$ cat src/rtl/ft_pkg.sv
// Shared constants for the FT600 transmit path: header layout, channel IDs,
// scheduler state encoding and grant encoding.
package ft_pkg;

  localparam logic [7:0] SYNC_BYTE = 8'hA5;
  localparam logic [3:0] CHAN_IQ   = 4'd0;
  localparam logic [3:0] CHAN_CT   = 4'd1;

  localparam int HDR_SYNC_LSB = 24;
  localparam int HDR_CHAN_LSB = 20;
  localparam int HDR_SEQ_LSB  = 16;
  localparam int HDR_LEN_LSB  = 0;

  typedef enum logic [1:0] {
    ST_IDLE    = 2'd0,
    ST_HDR     = 2'd1,
    ST_PAYLOAD = 2'd2,
    ST_LAST    = 2'd3
  } ft_state_t;

  typedef enum logic {
    GNT_IQ = 1'b0,
    GNT_CT = 1'b1
  } ft_grant_t;

endpackage

$ cat src/rtl/ft_tx_sched.sv
// Packet scheduler: picks IQ or control-reply source, writes a header word and
// then the payload into the A2F FIFO, one packet at a time.
module ft_tx_sched
  import ft_pkg::*;
#(
  parameter int BURST_LEN = 256,
  parameter int CTRL_MAX  = 16,
  parameter int LVL_W     = 12
) (
  input  logic             clk,
  input  logic             reset,
  input  logic             enable,
  input  logic [31:0]      iq_rdata,
  input  logic             iq_empty,
  input  logic [LVL_W-1:0] iq_level,
  output logic             iq_rd_en,
  input  logic [31:0]      ct_rdata,
  input  logic             ct_empty,
  input  logic [LVL_W-1:0] ct_level,
  output logic             ct_rd_en,
  input  logic             a2f_afull,
  output logic             a2f_wr,
  output logic [31:0]      a2f_wdata,
  output logic             busy
);

  ft_state_t   state_reg, state_next;
  ft_grant_t   grant_reg, grant_next;
  ft_grant_t   last_grant_reg, last_grant_next;
  ft_grant_t   pick;
  logic [15:0] len_reg, len_next;
  logic [15:0] remaining_reg, remaining_next;
  logic [3:0]  seq_iq_reg, seq_iq_next;
  logic [3:0]  seq_ct_reg, seq_ct_next;
  logic        wr_pend_reg, wr_pend_next;

  logic        iq_ready, ct_ready, src_empty, rd_en, hdr_wr;
  logic [15:0] ct_len;
  logic [31:0] hdr_word;

  assign iq_ready  = enable && (32'(iq_level) >= 32'(BURST_LEN));
  assign ct_ready  = enable && !ct_empty;
  assign ct_len    = (32'(ct_level) > 32'(CTRL_MAX)) ? 16'(CTRL_MAX) : 16'(ct_level);
  assign src_empty = (grant_reg == GNT_CT) ? ct_empty : iq_empty;

  // Reads are gated by reset so an aborted packet never pulls another word.
  assign rd_en = (state_reg == ST_PAYLOAD) && !a2f_afull && !src_empty &&
                 (remaining_reg != 16'd0) && !reset;
  assign iq_rd_en = rd_en && (grant_reg == GNT_IQ);
  assign ct_rd_en = rd_en && (grant_reg == GNT_CT);
  assign busy     = (state_reg != ST_IDLE);

  always_comb begin
    hdr_word = '0;
    hdr_word[HDR_SYNC_LSB +: 8]  = SYNC_BYTE;
    hdr_word[HDR_CHAN_LSB +: 4]  = (grant_reg == GNT_CT) ? CHAN_CT : CHAN_IQ;
    hdr_word[HDR_SEQ_LSB  +: 4]  = (grant_reg == GNT_CT) ? seq_ct_reg : seq_iq_reg;
    hdr_word[HDR_LEN_LSB  +: 16] = len_reg;
  end

  always_comb begin
    state_next      = state_reg;
    grant_next      = grant_reg;
    last_grant_next = last_grant_reg;
    len_next        = len_reg;
    remaining_next  = remaining_reg;
    seq_iq_next     = seq_iq_reg;
    seq_ct_next     = seq_ct_reg;
    wr_pend_next    = rd_en;
    hdr_wr          = 1'b0;
    pick            = GNT_IQ;
    case (state_reg)
      ST_IDLE: begin
        if (iq_ready || ct_ready) begin
          // On a tie the source that did not win last time goes next.
          if (iq_ready && ct_ready)
            pick = (last_grant_reg == GNT_IQ) ? GNT_CT : GNT_IQ;
          else
            pick = ct_ready ? GNT_CT : GNT_IQ;
          grant_next      = pick;
          last_grant_next = pick;
          len_next        = (pick == GNT_CT) ? ct_len : 16'(BURST_LEN);
          remaining_next  = (pick == GNT_CT) ? ct_len : 16'(BURST_LEN);
          state_next      = ST_HDR;
        end
      end
      ST_HDR: begin
        if (!a2f_afull) begin
          hdr_wr = 1'b1;
          if (grant_reg == GNT_CT) seq_ct_next = seq_ct_reg + 4'd1;
          else                     seq_iq_next = seq_iq_reg + 4'd1;
          state_next = ST_PAYLOAD;
        end
      end
      ST_PAYLOAD: begin
        if (rd_en) begin
          remaining_next = remaining_reg - 16'd1;
          if (remaining_reg == 16'd1) state_next = ST_LAST;
        end else if (remaining_reg == 16'd0) begin
          state_next = ST_LAST;
        end
      end
      ST_LAST: begin
        state_next = ST_IDLE;
      end
      default: state_next = ST_IDLE;
    endcase
  end

  assign a2f_wr    = !reset && (hdr_wr || wr_pend_reg);
  assign a2f_wdata = !a2f_wr ? 32'd0 :
                     hdr_wr  ? hdr_word :
                     (grant_reg == GNT_CT) ? ct_rdata : iq_rdata;

  always_ff @(posedge clk) begin
    if (reset) begin
      state_reg      <= ST_IDLE;
      grant_reg      <= GNT_IQ;
      last_grant_reg <= GNT_IQ;
      len_reg        <= 16'd0;
      remaining_reg  <= 16'd0;
      seq_iq_reg     <= 4'd0;
      seq_ct_reg     <= 4'd0;
      wr_pend_reg    <= 1'b0;
    end else begin
      state_reg      <= state_next;
      grant_reg      <= grant_next;
      last_grant_reg <= last_grant_next;
      len_reg        <= len_next;
      remaining_reg  <= remaining_next;
      seq_iq_reg     <= seq_iq_next;
      seq_ct_reg     <= seq_ct_next;
      wr_pend_reg    <= wr_pend_next;
    end
  end

endmodule

$ cat config.mk
export PLATFORM = sky130hd
export DESIGN_NAME = ft_tx_sched
export DESIGN_NICKNAME = d
export VERILOG_FILES = /design/src/rtl/ft_pkg.sv /design/src/rtl/ft_tx_sched.sv
export SDC_FILE = /design/constraint.sdc
export NUM_CORES = 1
export LEC_CHECK = 0
export ABC_AREA = 1
export BUFFER_PORTS_ARGS = -buffer_cell sky130_fd_sc_hd__buf_2
export CAP_MARGIN = 20
export CORE_ASPECT_RATIO = 2
export CORE_MARGIN = 2
export CORE_UTILIZATION = 25
export DETAILED_ROUTE_END_ITERATION = 8
export SKIP_LAST_GASP = 1
export SLEW_MARGIN = 20
export SYNTH_ARGS = -nofsm -noshare
export SYNTH_HDL_FRONTEND = slang
export SYNTH_SLANG_ARGS = --single-unit
export TNS_END_PERCENT = 20
$ cat constraint.sdc
create_clock -name clk -period 3.5 [get_ports clk]
set_input_delay 0 -clock clk [delete_from_list [all_inputs] [get_ports clk]]
set_output_delay 0 -clock clk [all_outputs]
set_load 0.05 [all_outputs]
* After elaboration in Yosys (flattened, before gate mapping)
Cells that the tools add are included.
Word-level totals: input bits 94, word-level logic and storage cells 73, output and inout bits 36, register bits after elaboration 44
Cells by class: order comparisons 2, reduce and logical (&&, ||, !) cells 26, multiplexer cells 24, equality and inequality tests 9, add/subtract/negate cells 3, bitwise operators 2
Operators by type and width (count):
- 2-to-1 mux 32 bit | 3
- 2-to-1 mux 16 bit | 2
- case mux 16 bit (2 select lines) | 1
- 2-to-1 mux 12 bit | 2
- equality test 16 x 1 -> 1 bit, second input constant | 1
- logical NOT 16 bit | 1
- nonzero test 16 bit | 1
- subtractor 16 x 1 -> 16 bit, second input constant | 1
- greater-or-equal comparator 12 x 9 -> 1 bit, second input constant | 1
- greater-than comparator 12 x 5 -> 1 bit, second input constant | 1
- logical AND 1 bit | 10
- 2-to-1 mux 2 bit | 5
- 2-to-1 mux 1 bit | 9
- AND reduction 3 bit | 3
- adder 4 x 1 -> 4 bit, second input constant | 2
- case mux 2 bit (4 select lines) | 1
- != test 2 bit, second input constant | 3
- != test 3 x 2 -> 1 bit, second input constant | 2
- equality test 2 bit, second input constant | 2
- logical NOT 1 bit | 4
- 2-to-1 mux 4 bit | 1
- AND reduction 4 bit | 1
- nonzero test 2 bit | 2
- equality test 2 x 1 -> 1 bit, second input constant | 1
- 4 further kinds | 6

* Longest topological paths before layout
Gate-level depths: netlist of the first run.
depth after elaboration 9, gate-level depth with buffers 11, gate-level depth less buffers 11

* Least setup slack after synthesis of the first run
OpenSTA, ideal clock, no wires.
path type reg2out, start register state_reg[1], end output a2f_wdata[10], slack 1.198 ns, buffers on the path 1, data arrival time 2.302 ns, stages on the path, launching flop included 10, required time 3.500 ns, cell sequence dfxtp_1 inv_1 ha_1 nand2_1 inv_1 o21ai_2 inv_2 buf_2 o21ai_0 a31oi_1
On the way: word-level cells in the longest chain between the ends 5, elaborated cells between the ends (all ways) 6, those cells by class eq/ne: 1; mux: 3; reduce/logical: 2
Ends and longest elaborated chain:
- start, declared | RTL line ft_tx_sched.sv:27 | ft_state_t state_reg, state_next;
- start signal, assigned | RTL line ft_tx_sched.sv:126 | state_reg <= state_next;
- equality test 2 x 1 -> 1 bit | RTL line ft_tx_sched.sv:72 | case (state_reg)
- 2-to-1 mux 1 bit | RTL line ft_tx_sched.sv:72
- logical OR 1 bit | RTL line ft_tx_sched.sv:110 | assign a2f_wr = !reset && (hdr_wr || wr_pend_reg);
- logical AND 1 bit | RTL line ft_tx_sched.sv:110
- via a2f_wr | RTL line ft_tx_sched.sv:22 | output logic a2f_wr,
- 2-to-1 mux 32 bit | RTL line ft_tx_sched.sv:111 | assign a2f_wdata = !a2f_wr ? 32'd0 :
- end, declared | RTL line ft_tx_sched.sv:23 | output logic [31:0] a2f_wdata,
The timed path passes the listed nets, and every way through them passes these cells.

* Worst setup path in the final report of the first run
start register state_reg[1], end output a2f_wdata[13]
On the way: word-level cells in the longest chain between the ends 5, elaborated cells between the ends (all ways) 6, those cells by class eq/ne: 1; mux: 3; reduce/logical: 2
Ends and longest elaborated chain (RTL line):
- equality test 2 x 1 -> 1 bit * | ft_tx_sched.sv:72
- 2-to-1 mux 1 bit * | ft_tx_sched.sv:72
- logical OR 1 bit | ft_tx_sched.sv:110
- logical AND 1 bit | ft_tx_sched.sv:110
- 2-to-1 mux 32 bit * | ft_tx_sched.sv:111
Every way passes the cells marked *; elsewhere a longest branch is shown, timed or not.

==> results_dict.tcl, run 1 <==
set metrics [dict create \
    outcome "finished clean" \
    fmax_mhz 397 \
    detail_route.vias_per_cell 4.73 \
    ios 130 \
    antenna_found_initial 0 \
    final_common_cell "nand2_1" \
    syn_area_sq_um 2850 \
    hold_buffers 0 \
    synth_adder_area_share_pct 3.51 \
    p_sw_mw 1.18 \
    fin_setup_tns_ps 0 \
    max-clock-path-buffers 2 \
    p_per_area_nw_per_um2 671 \
    clockRootBuffer "clkbuf_16" \
    fin_crit_sh_pct 72.0 \
    n_antenna_cell 0 \
    totalPowerFinal_mw 2.52 \
    layout.nets 704 \
    grt_setup_unrepaired "false" \
    cts_setup_buffers 0 \
    slew_violations 0 \
    dieArea_sq_um 12300 \
    row_count 55 \
    syn_nets 593 \
    ctsResizeCount 0 \
    insertion_delay_ps 290 \
    syn-mean-instance-area_sq_um 5.81 \
    leakage_nw 1.93 \
    grt_use_total_pct 15.1 \
    wl_per_cell_um 12.7 \
    synth_compound_area_share_pct 19.2 \
    pre_cts_ws_ps 1240 \
    cp.arrival_ps 2520 \
    finClkSkew_ps 5.16 \
    ys_seq_area_share_pct 28.1 \
    min_path_type "input port to flip-flop" \
    drt_iter0_markers 182 \
    crit_type "flip-flop to output port" \
    grt.overflow.total 0 \
    period_minus_slack_ps 2520 \
    finalHoldViolCount 0 \
    hpwl_mm 7.36 \
    cts_tree "built" \
    die_x_um 79.5 \
    numCtsBuffers 5 \
    die_h_um 155 \
    switching_share_pct 47.0 \
    power_frac_seq_pct 23.7 \
    relSlewSlack_pct 57.5 \
    yosysTopAreaCellShare_pct 28.1 \
    multiInputGateArea_sq_um 1790 \
    routabilityCongestion 0.864 \
    internal_power_mw 1.33 \
    fin_util_pct 33.4 \
    grt_pass1_wl_mm 14.8 \
    setup_viol 0 \
    placed_area_sq_um 3570 \
    drive_gt1_share_pct 24.3 \
    worst_slew_pin_slew_ps 637 \
    synth_ff_type "dfxtp_1" \
    clkTransAtPathRegs_ps 60 \
    fillers 1240 \
    ir_worst_vdd_v 0.000269 \
    max-cap-violations 0 \
    grt_pass1_vias 3343 \
    setup_slack_ps 979 \
    layout_common_cells "nand2_1, buf_2, nor2_1" \
    synth.distinct_cells 28 \
    initial_utilization_pct 25.4 \
    port_buffers 121 \
    synth_top_area_cell "dfxtp_1" \
    cts_sinks 40 \
    synth.area.mux_share_pct 0 \
    synth_top_family_by_area "simple AND/OR/NAND/NOR gates" \
    ys_warn_count 0 \
    power.share.clock_pct 23.4 \
    syn2layout_area_growth_pct 31.5 \
    synthCells 491 \
    h-tree-depth 2 \
    core-area_sq_um 11200 \
    start_kind "flip-flop" \
    fin_area_sq_um 3750 \
    regArea_sq_um 801 \
    p_comb_share_pct 52.9 \
    first_pass_iters 4 \
    drc 0 \
    grt_max_degree 38 \
    ys_async_sr_fraction_pct 0 \
    worstPathRequired_ps 3500 \
    synthSimpleGateAreaFrac_pct 39.0 \
    synth_xor_area_share_pct 0.921 \
    wl_mm 9.46 \
    ys_ff_latch 40 \
    largest_register_ffs 16 \
    synth.area.top_cells "dfxtp_1, nand2_1, nor2_1, a21oi_1, o21ai_0" \
    postRouteAntennaNets 0 \
    synth_edf_count 0 \
    path_max_fanout 14 \
    endpoint_kind "output port" \
    route.vias.total 3522 \
]
[layer usage]
layer  routed length, um  vias to the layer above  global-route usage, %  share of wire (%)
li1                    -                     1802                      -                  -
met1                3470                     1561                   14.3                 37
met2                5010                      143                   30.0                 53
met3                 760                       16                   3.07                8.0
met4                 219                        0                   5.99                2.3
met5                   0                        -                      0                  0
[kinds of logic after synthesis]
family / Yosys count
and+or+nand+nor: 273
AOI/OAI and AO/OA: 101
buffers and inverters: 66
DFF: 40
adders and majority gates: 8
xor gates and xnor gates: 3
[through the flow]
step / cells / hold slack [ps]
after CTS: 744 / 38.1
after detailed placement: 737 / 341
final: 744 / 39.0
after global placement: 737 / 339
after global routing: 744 / 56.4
after floorplan: 491 / 69.1
[cells in the mapped netlist (4+ instances only)]
master,number
ha_1,8
nand3_1,26
a21oi_1,42
nand2_2,4
dfxtp_1,40
nand2_1,157
a31oi_1,20
inv_1,43
nor2_1,71
o21ai_0,33
clkbuf_1,13
[power groups by stage]
| stage | clock network (mW) | logic, mW | registers [mW] |
|---|---|---|---|
| final | 0.589 | 1.33 | 0.596 |
| after CTS | 0.606 | 1.33 | 0.596 |
| after global routing | 0.621 | 1.51 | 0.607 |
| after detailed placement | 0 | 1.33 | 0.605 |
| after global placement | 0 | 1.31 | 0.600 |
| after floorplan | 0 | 1.05 | 0.584 |
[critical path: stages (launching register included)]
cell	delay, ps
dfxtp_1	330
inv_1	70
ha_1	200
nand2_1	80
inv_1	150
o21ai_2	470
inv_2	230
nand2_1	380
a21oi_1	80
buf_2	230
[final cells by class]
cell class / instances / share of cell area [%]
clock buffers: 5 / 3.34
clock inverters: 2 / 1.60
inverters: 46 / 4.60
multi-input cells: 385 / 47.6
flip-flops and latches: 40 / 21.3
well taps: 142 / 4.74
repair buffers: 124 / 16.7
[path summary, 6_finish.rpt]
kind                      from                to  slack (ps)  cells past startpoint
setup / recovery  state_reg[1]     a2f_wdata[13]         980                      9
hold / removal     ct_level[0]        len_reg[0]          40                      3
setup reg to reg  state_reg[0]  remaining_reg[1]        1250                      9
hold reg to reg     len_reg[7]        len_reg[7]         440                      2
Power figures use the tool's default switching activity.
==> inputs of run 2 (changes only) <==
==> constraint.sdc (replaced) <==
create_clock -name clk -period 2.6 [get_ports clk]
set_input_delay 0 -clock clk [delete_from_list [all_inputs] [get_ports clk]]
set_output_delay 0 -clock clk [all_outputs]
set_load 0.05 [all_outputs]
==> results_dict.tcl, run 2 (synthesis results as in run 1) <==
set metrics [dict create \
    power.share.clock_pct 19.7 \
    relSlewSlack_pct 69.0 \
    layout.nets 706 \
    fin_area_sq_um 3740 \
    r2r_start "state_reg[0]" \
    ios 130 \
    p_per_area_nw_per_um2 866 \
    ir_worst_vdd_v 0.000282 \
    worst-path-buf-inv 4 \
    h-tree-depth 2 \
    clockRootBuffer "clkbuf_16" \
    die_x_um 79.5 \
    start_kind "flip-flop" \
    hold_depth 3 \
    slew_violations 0 \
    row_count 55 \
    totalPowerFinal_mw 3.24 \
    core-area_sq_um 11200 \
    finalHoldViolCount 0 \
    min_path_type "input port to flip-flop" \
    drt_iter0_markers 153 \
    numCtsBuffers 5 \
    grt_pass1_wl_mm 14.4 \
    endpoint_kind "output port" \
    layout_common_cells "nand2_1, buf_2, nor2_1" \
    clkTransAtPathRegs_ps 60 \
    p_comb_share_pct 55.6 \
    detail_route.vias_per_cell 4.67 \
    regArea_sq_um 801 \
    crit_type "flip-flop to output port" \
    path_delay_family "buffers and inverters" \
    p_sw_mw 1.60 \
    grt.overflow.total 0 \
    rr_endpoint "remaining_reg[8]" \
    internal_power_mw 1.64 \
    path_cells "inv_1, ha_1, nand2_1, inv_1, o21ai_4, inv_2, nand2_1, a21oi_1, buf_2" \
    routabilityCongestion 0.867 \
    hold_buffers 0 \
    cts_sinks 40 \
    syn2layout_area_growth_pct 31.1 \
    fillers 1237 \
    multiInputGateArea_sq_um 1790 \
    hpwl_mm 7.25 \
    worst_slew_pin_slew_ps 464 \
    fin_setup_tns_ps 0 \
    hp-start "ct_level[2]" \
    fin_util_pct 33.3 \
    first_pass_iters 4 \
    drc 0 \
    cp.arrival_ps 2380 \
    cp.depth 9 \
    power_frac_seq_pct 24.7 \
    path_max_fanout 14 \
    wl_mm 9.29 \
    placed_area_sq_um 3580 \
    finClkSkew_ps 5.44 \
    die_h_um 155 \
    max-cap-violations 0 \
    final_common_cell "nand2_1" \
    rrSetupSlack_ps 620 \
    startpoint "state_reg[1]" \
    setup_viol 0 \
    fin_hold_ws_ps 34.8 \
    fmax_mhz 420 \
    cts_tree "built" \
    largest_register_ffs 16 \
    fin_crit_sh_pct 91.5 \
    grt_max_degree 40 \
    slowest_delay_ps 310 \
    route.vias.total 3496 \
    antenna_found_initial 1 \
    insertion_delay_ps 290 \
    grt_setup_unrepaired "false" \
    r2r_cells 8 \
    switching_share_pct 49.4 \
    postRouteAntennaNets 0 \
    outcome "finished clean" \
    grt_use_total_pct 14.6 \
    leakage_nw 1.93 \
    initial_utilization_pct 25.4 \
    dieArea_sq_um 12300 \
    worstPathRequired_ps 2600 \
    wl_per_cell_um 12.4 \
    drive_gt1_share_pct 24.6 \
    holdPathEnd "len_reg[2]" \
    max-clock-path-buffers 2 \
    period_minus_slack_ps 2380 \
    grt_pass1_vias 3241 \
    port_buffers 121 \
    slowest_stage "dfxtp_1" \
]
## run 2: cell count changes in the layout (fill, tap and decap cells not counted), sizes merged
cell	before	now
buf	124	126
bufinv	2	0
clkbuf	5	6
clkinv	0	2
diode	0	1
## run 2: metrics by stage
stage	setup slack (ps)	cells
after CTS	55.7	747
final	220	748
after detailed placement	367	739
after floorplan	298	491
after global placement	492	739
after global routing	36.5	748
## run 2: repair_timing
item / CTS / global route
hold endpoints to repair: 0 / 0
setup buffers: 0 / 0
setup endpoints to repair: 0 / 11
gates resized for setup: 0 / 1
## run 2: worst max path at each step
stage | to | slack [ps]
2_1_floorplan | a2f_wdata[10] | 300
3_5_place_dp | a2f_wdata[25] | 370
6_report | a2f_wdata[25] | 220
3_3_place_gp | a2f_wdata[21] | 490
5_1_grt | a2f_wdata[23] | 40
4_1_cts | a2f_wdata[25] | 60
## run 2: final cells by class
cell class | count | share of cell area, %
tap | 142 | 4.75
inverter | 46 | 4.62
multi-input combinational | 385 | 48.0
clock buffer | 6 | 3.71
sequential | 40 | 21.4
clock inverter | 2 | 0.268
timing repair buffer | 126 | 17.2
antenna | 1 | 0.0669
## run 2: power by group through the flow
stage / clock [mW] / combinational [mW] / sequential (mW)
detailed placement: 0 / 1.81 / 0.812
floorplan: 0 / 1.42 / 0.786
CTS: 0.656 / 1.81 / 0.800
global route: 0.672 / 2.03 / 0.813
global placement: 0 / 1.78 / 0.808
finish: 0.640 / 1.80 / 0.800
## run 2: worst register-to-register path, delay by kind of cell, from the launching register on
family,cells,cell delay (ps)
compound gates,2,560
simple gates,3,420
buf+inv,2,330
flops,1,320
fa+ha+maj,1,240
## run 2: routing by layer
| layer | global-route usage, % | vias to the layer above | part of all wire (%) |
|---|---|---|---|
| li1 | - | 1804 | - |
| met1 | 14.1 | 1555 | 39 |
| met2 | 28.4 | 120 | 52 |
| met3 | 2.38 | 17 | 6.1 |
| met4 | 7.72 | 0 | 3.1 |
| met5 | 0 | - | 0 |
==> inputs of run 3 (changes only) <==
--- a/config.mk
+++ b/config.mk
@@ -5,13 +5,14 @@
 export SDC_FILE = /design/constraint.sdc
 export NUM_CORES = 1
 export LEC_CHECK = 0
-export ABC_AREA = 1
+export ABC_AREA = 0
 export BUFFER_PORTS_ARGS = -buffer_cell sky130_fd_sc_hd__buf_2
 export CAP_MARGIN = 20
 export CORE_ASPECT_RATIO = 2
 export CORE_MARGIN = 2
 export CORE_UTILIZATION = 25
 export DETAILED_ROUTE_END_ITERATION = 8
+export PLACE_DENSITY = 0.51
 export SKIP_LAST_GASP = 1
 export SLEW_MARGIN = 20
 export SYNTH_ARGS = -nofsm -noshare
==> results_dict.tcl, run 3 <==
set metrics [dict create \
    ys_seq_area_share_pct 29.4 \
    layout.nets 563 \
    syn_area_sq_um 2720 \
    min_path_type "input port to flip-flop" \
    grt_use_total_pct 15.1 \
    postRouteAntennaNets 0 \
    dieArea_sq_um 11800 \
    start_kind "flip-flop" \
    yosysMostFrequentCell "nor2_1" \
    totalPowerFinal_mw 3.10 \
    ctsResizeCount 0 \
    cts_setup_buffers 0 \
    outcome "finished clean" \
    grt_max_degree 30 \
    n_antenna_cell 0 \
    synth_top_area_cell "dfxtp_1" \
    synthTopCellsByCount "nor2_1, dfxtp_1, mux2i_1" \
    ios 130 \
    fmax_mhz 419 \
    placed_area_sq_um 3520 \
    grt_pass1_vias 2910 \
    ys_ff_latch 40 \
    relSlewSlack_pct 46.4 \
    die_h_um 152 \
    largest_register_ffs 16 \
    ys_async_sr_fraction_pct 0 \
    syn2layout_area_growth_pct 34.5 \
    fin_area_sq_um 3660 \
    initial_utilization_pct 25.8 \
    drt_iter0_markers 105 \
    synth_edf_count 0 \
    routabilityCongestion 0.866 \
    ys_warn_count 0 \
    final_common_cell "buf_2" \
    drive_gt1_share_pct 33.4 \
    core-area_sq_um 10500 \
    grt_setup_unrepaired "false" \
    insertion_delay_ps 280 \
    port_buffers 121 \
    clockRootBuffer "clkbuf_16" \
    first_pass_iters 4 \
    max-cap-violations 0 \
    detail_route.vias_per_cell 4.99 \
    syn-mean-instance-area_sq_um 8.00 \
    slew_violations 0 \
    die_x_um 77.8 \
    yosysTopAreaCellShare_pct 29.4 \
    worst_slew_pin_slew_ps 803 \
    cts_sinks 40 \
    syn_nets 442 \
    path_max_fanout 29 \
    finalHoldViolCount 0 \
    hpwl_mm 7.30 \
    wl_mm 9.04 \
    worstPathRequired_ps 2600 \
    cp.arrival_ps 2390 \
    synth.area.top_cells "dfxtp_1, mux2i_1, nor2_1, a21oi_1, a211oi_1" \
    endpoint_kind "output port" \
    synthCells 340 \
    p_per_area_nw_per_um2 848 \
    h-tree-depth 2 \
    route.vias.total 2983 \
    wl_per_cell_um 15.1 \
    antenna_found_initial 0 \
    hold_buffers 0 \
    leakage_nw 1.63 \
    crit_type "flip-flop to output port" \
    max-clock-path-buffers 2 \
    numCtsBuffers 5 \
    cts_tree "built" \
    clkTransAtPathRegs_ps 60 \
    synth_ff_type "dfxtp_1" \
    row_count 53 \
    layout_common_cells "buf_2, nor2_1, dfxtp_1" \
    grt.overflow.total 0 \
    drc 0 \
    grt_pass1_wl_mm 13.9 \
    fin_crit_sh_pct 91.8 \
    setup_viol 0 \
    ir_worst_vdd_v 0.000306 \
    fin_setup_tns_ps 0 \
    finClkSkew_ps 3.94 \
    period_minus_slack_ps 2390 \
    synth.distinct_cells 46 \
]
==> run 3: cell types whose count changed after synthesis, sizes merged, moves of 7 or more <==
cell / change
a211oi: +15
mux2i: +31
o21ai: -23
nand3: -11
a21oi: -18
nor4: +7
nor2: -29
and2: +14
nand2: -145
a31oi: -19
or3: +10
inv: -35
==> run 3: kinds of logic after synthesis <==
family / share of synthesized area, %
AND/OR/NAND/NOR: 27.4
AO/OA/AOI/OAI: 18.5
flip-flops: 29.4
multiplexers: 14.7
buffers and inverters: 4.69
adder cells (fa/ha/maj): 3.68
XOR/XNOR: 1.61
==> run 3: cell type report <==
type	instances	area (sq um)
fill	1128	6890
multi-input combinational	267	1790
sequential	40	802
timing repair buffer	135	711
tap	137	171
clock buffer	6	129
inverter	12	45.0
clock inverter	1	5.00
==> run 3: report_power, final <==
group          switching (mW)  internal [mW]  total [mW]  leakage (nW)
logic                    1.06          0.633        1.70          1.24
registers               0.101          0.719       0.820         0.325
clock network           0.237          0.349       0.585        0.0667
==> run 3: through the flow <==
stage          setup WS [ps]  instances  hold WS [ps]  utilization, %
2_1_floorplan          -51.0        340           152               -
3_3_place_gp             370        591           315            33.4
3_5_place_dp             302        591           318            33.4
4_1_cts                  120        598          19.1            34.7
5_1_grt                 7.02        598          18.5            34.7
6_report                 213        598          19.7            34.7
==> run 3: worst max-delay path, stage by stage, from the launching register on <==
cell and delay, ps:
dfxtp_1 350, inv_1 70, ha_1 200, nand2b_1 400, buf_4 390, nor2_1 90
a211oi_1 270, buf_2 320
==> run 3: per-layer routing <==
layer	part of all wire [%]	track usage [%]
met1	36	14.4
met3	8.2	3.61
met2	54	29.2
met4	2.3	7.95
met5	0	0
==> run 3: path summary, 6_finish.rpt <==
path                startpoint                end  slack [ps]  cells after the start
setup / recovery  state_reg[1]       a2f_wdata[2]         210                      7
hold / removal     ct_level[1]         len_reg[1]          20                      3
setup reg to reg  state_reg[0]  remaining_reg[13]         310                      8
hold reg to reg     len_reg[4]         len_reg[4]         460                      2
